[config.mk]
export PLATFORM = sky130hd
export DESIGN_NAME = fir_cmplx_decim
export DESIGN_NICKNAME = d
export VERILOG_FILES = /design/src/rtl/fir_pkg.sv /design/src/rtl/fir_cmplx_decim_mac.sv /design/src/rtl/fir_cmplx_decim.sv
export SDC_FILE = /design/constraint.sdc
export NUM_CORES = 1
export LEC_CHECK = 0
export ABC_AREA = 0
export CORE_UTILIZATION = 25
export DETAILED_ROUTE_END_ITERATION = 7
export PLACE_DENSITY_LB_ADDON = 0.12
export SLEW_MARGIN = 0
export SYNTH_ARGS = -nofsm -noshare
export SYNTH_HDL_FRONTEND = slang
export SYNTH_SLANG_ARGS = --single-unit
export TNS_END_PERCENT = 10
[constraint.sdc]
create_clock -name clock -period 2.3 [get_ports clock]
set_input_delay 0.23 -clock clock [delete_from_list [all_inputs] [get_ports clock]]
set_output_delay 0.23 -clock clock [all_outputs]
set_load 0.02 [all_outputs]
[src/rtl/fir_pkg.sv]
// Shared definitions for the complex decimating FIR: FSM state type,
// accumulator width helper and the fixed-point dequantize function.
package fir_pkg;

  typedef enum logic [1:0] {
    S_SHIFT,
    S_MAC,
    S_WRITE
  } state_t;

  // Working width for dq(); wide enough for a 2*64-bit product difference.
  localparam int DQ_W = 130;

  // Accumulator width that cannot overflow when summing NUM_TAPS dequantized terms.
  function automatic int acc_w(input int data_w, input int num_taps);
    return data_w + $clog2(num_taps) + 1;
  endfunction

  // Signed division by 2^frac_bits, truncating toward zero.
  function automatic logic signed [DQ_W-1:0] dq(input logic signed [DQ_W-1:0] v,
                                                input int frac_bits);
    logic signed [DQ_W-1:0] bias;
    bias = '0;
    if (v < 0) bias = (DQ_W'(1) <<< frac_bits) - DQ_W'(1);
    return (v + bias) >>> frac_bits;
  endfunction

endpackage

[src/rtl/fir_cmplx_decim_mac.sv]
// Complex multiply-accumulate: one registered tap product set per cycle,
// followed by dequantize-and-accumulate of the previous tap's products.
module cmplx_mac
  import fir_pkg::*;
#(
  parameter int DATA_W    = 32,
  parameter int FRAC_BITS = 10,
  parameter int ACC_W     = 38
) (
  input  logic                     clock,
  input  logic                     reset,
  input  logic                     clear,
  input  logic                     en_mul,
  input  logic                     en_acc,
  input  logic signed [DATA_W-1:0] xr,
  input  logic signed [DATA_W-1:0] xi,
  input  logic signed [DATA_W-1:0] cr,
  input  logic signed [DATA_W-1:0] ci,
  output logic signed [ACC_W-1:0]  acc_r,
  output logic signed [ACC_W-1:0]  acc_i,
  output logic signed [ACC_W-1:0]  acc_r_nxt,
  output logic signed [ACC_W-1:0]  acc_i_nxt
);

  localparam int PW = 2 * DATA_W;

  logic signed [PW-1:0]    rr_p0, ii_p0, ri_p0, ir_p0;
  logic signed [PW:0]      re_sum_p0, im_sum_p0;
  logic signed [ACC_W-1:0] acc_r_p1, acc_i_p1;

  // Stage 0: register the four partial products of the current tap.
  always_ff @(posedge clock or negedge reset) begin
    if (!reset) begin
      rr_p0 <= '0;
      ii_p0 <= '0;
      ri_p0 <= '0;
      ir_p0 <= '0;
    end else if (en_mul) begin
      rr_p0 <= PW'(xr) * PW'(cr);
      ii_p0 <= PW'(xi) * PW'(ci);
      ri_p0 <= PW'(cr) * PW'(xi);
      ir_p0 <= PW'(ci) * PW'(xr);
    end
  end

  // Combine products, dequantize and form the next accumulator values.
  always_comb begin
    re_sum_p0 = (PW+1)'(rr_p0) - (PW+1)'(ii_p0);
    im_sum_p0 = (PW+1)'(ri_p0) + (PW+1)'(ir_p0);
    acc_r_nxt = acc_r_p1 + ACC_W'(dq(DQ_W'(re_sum_p0), FRAC_BITS));
    acc_i_nxt = acc_i_p1 + ACC_W'(dq(DQ_W'(im_sum_p0), FRAC_BITS));
  end

  // Stage 1: accumulators, cleared once a result has been handed off.
  always_ff @(posedge clock or negedge reset) begin
    if (!reset) begin
      acc_r_p1 <= '0;
      acc_i_p1 <= '0;
    end else if (clear) begin
      acc_r_p1 <= '0;
      acc_i_p1 <= '0;
    end else if (en_acc) begin
      acc_r_p1 <= acc_r_nxt;
      acc_i_p1 <= acc_i_nxt;
    end
  end

  assign acc_r = acc_r_p1;
  assign acc_i = acc_i_p1;

endmodule

[src/rtl/fir_cmplx_decim.sv]
// Complex-coefficient decimating FIR between paired input and output FIFOs.
// Optional build macro FIR_CMPLX_SAT_EN: saturate the result to DATA_W on
// output instead of wrapping to the low DATA_W bits.
module fir_cmplx_decim
  import fir_pkg::*;
#(
  parameter int DATA_W     = 32,
  parameter int FRAC_BITS  = 10,
  parameter int NUM_TAPS   = 20,
  parameter int DECIMATION = 1,
  parameter logic [0:NUM_TAPS-1][DATA_W-1:0] COEFF_REAL = '0,
  parameter logic [0:NUM_TAPS-1][DATA_W-1:0] COEFF_IMAG = '0
) (
  input  logic              clock,
  input  logic              reset,
  input  logic [DATA_W-1:0] xreal_in_dout,
  input  logic [DATA_W-1:0] ximag_in_dout,
  input  logic              xreal_in_empty,
  input  logic              ximag_in_empty,
  output logic              xreal_in_rd_en,
  output logic              ximag_in_rd_en,
  output logic [DATA_W-1:0] yreal_out_din,
  output logic [DATA_W-1:0] yimag_out_din,
  input  logic              yreal_out_full,
  input  logic              yimag_out_full,
  output logic              yreal_out_wr_en,
  output logic              yimag_out_wr_en
);

  localparam int ACC_W = acc_w(DATA_W, NUM_TAPS);
  localparam int K_W   = $clog2(NUM_TAPS + 1);
  localparam int TAP_W = $clog2(NUM_TAPS);
  localparam int PH_W  = (DECIMATION > 1) ? $clog2(DECIMATION) : 1;
  localparam logic [K_W-1:0]  K_LAST  = K_W'(NUM_TAPS);
  localparam logic [PH_W-1:0] PH_LAST = PH_W'(DECIMATION - 1);

`ifdef FIR_CMPLX_SAT_EN
  localparam logic signed [ACC_W-1:0] SAT_HI = ACC_W'((64'sd1 <<< (DATA_W - 1)) - 64'sd1);
  localparam logic signed [ACC_W-1:0] SAT_LO = ~SAT_HI;
`endif

  // Narrow an accumulator to the output width.
  function automatic logic signed [DATA_W-1:0] to_out(input logic signed [ACC_W-1:0] a);
`ifdef FIR_CMPLX_SAT_EN
    if (a > SAT_HI) return SAT_HI[DATA_W-1:0];
    if (a < SAT_LO) return SAT_LO[DATA_W-1:0];
    return a[DATA_W-1:0];
`else
    return a[DATA_W-1:0];
`endif
  endfunction

  state_t                  state, state_nxt;
  logic [K_W-1:0]          k;
  logic [PH_W-1:0]         phase;
  logic [TAP_W-1:0]        tap;
  logic                    rd_en, wr_en, mac_clear, en_mul, en_acc;
  logic signed [DATA_W-1:0] dly_r [NUM_TAPS];
  logic signed [DATA_W-1:0] dly_i [NUM_TAPS];
  logic signed [DATA_W-1:0] cr_sel, ci_sel;
  logic signed [ACC_W-1:0]  acc_r, acc_i, acc_r_nxt, acc_i_nxt;
  logic signed [DATA_W-1:0] din_r, din_i;

  assign xreal_in_rd_en  = rd_en;
  assign ximag_in_rd_en  = rd_en;
  assign yreal_out_wr_en = wr_en;
  assign yimag_out_wr_en = wr_en;
  assign yreal_out_din   = din_r;
  assign yimag_out_din   = din_i;

  assign tap    = (k < K_LAST) ? k[TAP_W-1:0] : '0;
  assign cr_sel = COEFF_REAL[tap];
  assign ci_sel = COEFF_IMAG[tap];

  // State register.
  always_ff @(posedge clock or negedge reset) begin
    if (!reset) state <= S_SHIFT;
    else        state <= state_nxt;
  end

  // Next state plus the combinational FIFO strobes and MAC controls.
  always_comb begin
    state_nxt = state;
    rd_en     = 1'b0;
    wr_en     = 1'b0;
    mac_clear = 1'b0;
    en_mul    = 1'b0;
    en_acc    = 1'b0;
    case (state)
      S_SHIFT: begin
        if (!xreal_in_empty && !ximag_in_empty) begin
          rd_en = 1'b1;
          if (phase == PH_LAST) state_nxt = S_MAC;
        end
      end
      S_MAC: begin
        en_mul = (k != K_LAST);
        en_acc = (k != '0);
        if (k == K_LAST) state_nxt = S_WRITE;
      end
      S_WRITE: begin
        if (!yreal_out_full && !yimag_out_full) begin
          wr_en     = 1'b1;
          mac_clear = 1'b1;
          state_nxt = S_SHIFT;
        end
      end
      default: state_nxt = S_SHIFT;
    endcase
  end

  // Decimation phase and tap counters.
  always_ff @(posedge clock or negedge reset) begin
    if (!reset) begin
      phase <= '0;
      k     <= '0;
    end else begin
      if (rd_en) phase <= (phase == PH_LAST) ? '0 : phase + 1'b1;
      if (state == S_MAC && k != K_LAST) k <= k + 1'b1;
      else if (wr_en)                     k <= '0;
    end
  end

  // Delay lines: newest sample enters at index 0 on every pop.
  always_ff @(posedge clock or negedge reset) begin
    if (!reset) begin
      for (int i = 0; i < NUM_TAPS; i++) begin
        dly_r[i] <= '0;
        dly_i[i] <= '0;
      end
    end else if (rd_en) begin
      dly_r[0] <= xreal_in_dout;
      dly_i[0] <= ximag_in_dout;
      for (int i = 1; i < NUM_TAPS; i++) begin
        dly_r[i] <= dly_r[i-1];
        dly_i[i] <= dly_i[i-1];
      end
    end
  end

  cmplx_mac #(
    .DATA_W   (DATA_W),
    .FRAC_BITS(FRAC_BITS),
    .ACC_W    (ACC_W)
  ) u_mac (
    .clock    (clock),
    .reset    (reset),
    .clear    (mac_clear),
    .en_mul   (en_mul),
    .en_acc   (en_acc),
    .xr       (dly_r[tap]),
    .xi       (dly_i[tap]),
    .cr       (cr_sel),
    .ci       (ci_sel),
    .acc_r    (acc_r),
    .acc_i    (acc_i),
    .acc_r_nxt(acc_r_nxt),
    .acc_i_nxt(acc_i_nxt)
  );

  // Output stage: capture the final accumulation so din is ready in S_WRITE.
  always_ff @(posedge clock or negedge reset) begin
    if (!reset) begin
      din_r <= '0;
      din_i <= '0;
    end else if (state == S_MAC && k == K_LAST) begin
      din_r <= to_out(acc_r_nxt);
      din_i <= to_out(acc_i_nxt);
    end
  end

  // Registered accumulators are only consumed through acc_*_nxt here.
  logic unused_acc;
  assign unused_acc = ^{acc_r, acc_i};

endmodule

==> impl_metrics.json <==
{
  "drv_cap": 0,
  "synth_compound_area_share_pct": 6.15,
  "slew_viol_final": 0,
  "die-area_sq_um": 3830,
  "yosys-top-cells-area": "buf_4 (55%), dfrtp_1 (20%), ha_1 (2.8%)",
  "synth_top_family_by_area": "buffers and inverters",
  "synth_seq_cells": 7,
  "cts-htree-levels": 1,
  "diodes": 0,
  "grt_pass1_wl_um": 1560,
  "synth_mux_area_share_pct": 1.26,
  "grt.met2_usage_pct": 9.68,
  "syn_area_sq_um": 896,
  "synth-edff-count": 0,
  "path_clk_slew_ns": 0.06,
  "async_flop_share_pct": 100,
  "rsz0062_at_grt": "false",
  "multiInputGateArea_sq_um": 454,
  "busiest_layer": "met2",
  "placementRows": 21,
  "ys_seq_area_share_pct": 19.6,
  "worst-setup-path-type": "flop to primary output",
  "synth_most_common_cell": "buf_4",
  "critPathMaxStageDelay_ns": 0.69,
  "port_buffers": 9,
  "cp-end-kind": "primary output",
  "num_io_pins": 138,
  "hold_violations": 0,
  "synth-adder-area-share_pct": 2.79,
  "cts.path.max_buffers": 2,
  "via_per_inst": 3.22,
  "cts_resized": 0,
  "synth-simple-area-share_pct": 12.7,
  "postCtsSetupBuffers": 0,
  "drt_first_pass_iters": 4,
  "nets": 185,
  "cts_buffers": 3,
  "clock_sinks": 7,
  "vias": 508,
  "ys.flop_type": "dfrtp_1",
  "synthXorXnorAreaFrac_pct": 0.978,
  "area_delta_synth_final_pct": -9.50,
  "die_w_um": 61.9,
  "synth_cell_types": 27,
  "p_per_area_nw_per_um2": 840,
  "drive_gt1_share_pct": 6.25,
  "cp.required_ns": 2.07,
  "grt_pass1_vias": 365,
  "gp_congestion": 0.732,
  "setup_slack_ns": 0.228,
  "grt_max_degree": 8,
  "max_freq_mhz": 483,
  "hpwl_um": 826,
  "critical-path-slowest-cell": "clkdlybuf4s50_1",
  "wl_per_cell_um": 6.47,
  "overflow": 0,
  "ys_warn_count": 0,
  "setup_tns_ns": 0,
  "clockRootBuffer": "clkbuf_4",
  "period_needed_ns": 2.07,
  "setup_viol": 0,
  "ant_nets": 0,
  "track_usage_pct": 5.83,
  "clock_skew_ns": 0.00824,
  "yosys.area.top_type": "buf_4",
  "drc": 0,
  "critPathArrivalTime_ns": 1.84,
  "met3_usage_pct": 4.35,
  "synth_top_area_share_pct": 55.3,
  "antenna_found_initial": 0,
  "start_util_pct": 26.4,
  "core_sq_um": 3390,
  "post-route-period-util_pct": 90.1,
  "die_y_um": 61.9,
  "yosys-top-cells-count": "buf_4 (66), dfrtp_1 (7), nand3_1 (3)",
  "grt_util_met1_pct": 6.02,
  "postCtsHoldBufs": 0,
  "register_area_sq_um": 175,
  "place_ws_ns": 0.307,
  "clk_latency_ns": 0.25,
  "avgSynthCellArea_sq_um": 8.78,
  "outcome": "finished, final reports clean",
  "routed_wl_um": 1020,
  "vdd_drop_max_mv": 0.214,
  "hp-class": "input port to asynchronous set/reset pin",
  "synthCells": 102,
  "p_leak_nw": 0.429,
  "crit_chain": "nor4_1 -> clkdlybuf4s50_1",
  "cts_tree": "done",
  "initialDrtViolationCount": 1,
  "path_max_fanout": 5,
  "start_kind": "flop",
  "fill_cells": 364
}
registers in the layout, summed over array words and instances, names as in the netlist:
signal,flops
k,5
state,2
worst max-delay path, delay by kind of cell, from the launching register on:
family | cells | cell delay [ns]
buffers and inverters | 1 | 0.69
and+or+nand+nor | 1 | 0.47
DFF | 1 | 0.43
cell usage in the layout (no fill, tap or decap), types with 2 or more instances in the layout:
master            n
clkbuf_4          3
dfrtp_1           7
clkdlybuf4s50_1   9
nand3_1           3
ha_1              2
conb_1           64
inv_1             2
final timing paths:
| path | start | endpoint | slack (ns) | cells after the start |
|---|---|---|---|---|
| max reg2reg | k[0]$_DFFE_PN0P_ | k[0]$_DFFE_PN0P_ | 0.88 | 5 |
| max | state[0]$_DFFE_PN0P_ | xreal_in_rd_en | 0.23 | 2 |
| min in group clock | state[0]$_DFFE_PN0P_ | state[1]$_DFFE_PN0P_ | 0.58 | 1 |
| min | reset | k[4]$_DFFE_PN0P_ | 0.24 | 1 |
| max in group asynchronous | reset | k[0]$_DFFE_PN0P_ | 1.81 | 1 |
| min reg2reg | state[0]$_DFFE_PN0P_ | state[1]$_DFFE_PN0P_ | 0.58 | 1 |
metrics by stage:
| step | hold slack [ns] | cell area [sq um] | total power, mW | util, % | instances |
|---|---|---|---|---|---|
| final | 0.237 | 811 | 0.681 | 23.9 | 158 |
| after global routing | 0.259 | 811 | 0.753 | 23.9 | 158 |
| after CTS | 0.250 | 811 | 0.688 | 23.9 | 158 |
| after detailed placement | 0.519 | 785 | 0.571 | 23.1 | 154 |
| after global placement | 0.531 | 785 | 0.573 | 23.1 | 154 |
| after floorplan | -0.0656 | 1130 | 0.590 | - | 165 |
layout make-up:
class,instances,share of cell area [%]
Tap cell,46,7.10
Multi-Input combinational cell,90,56.0
Timing Repair Buffer,9,11.1
Sequential cell,7,21.6
Inverter,2,0.926
Clock buffer,4,3.24
kinds of logic after synthesis:
family          Yosys count
simple gates             15
compound gates            7
xor+xnor                  1
mux                       1
other cells               1
buf+inv                  68
fa+ha+maj                 2
flops                     7
power by group:
part	leakage [nW]	internal, mW	switching [mW]
Clock	0.0150	0.0663	0.0464
Sequential	0.0860	0.175	0.0615
Combinational	0.328	0.129	0.202
Total	0.429	0.371	0.310
layer usage:
| layer | vias to the layer above | part of all wire [%] |
|---|---|---|
| li1 | 225 | - |
| met1 | 227 | 38 |
| met2 | 54 | 47 |
| met3 | 2 | 14 |
| met4 | 0 | 0.59 |
| met5 | - | 0 |
Note: power is estimated with default switching activity, not from simulation.
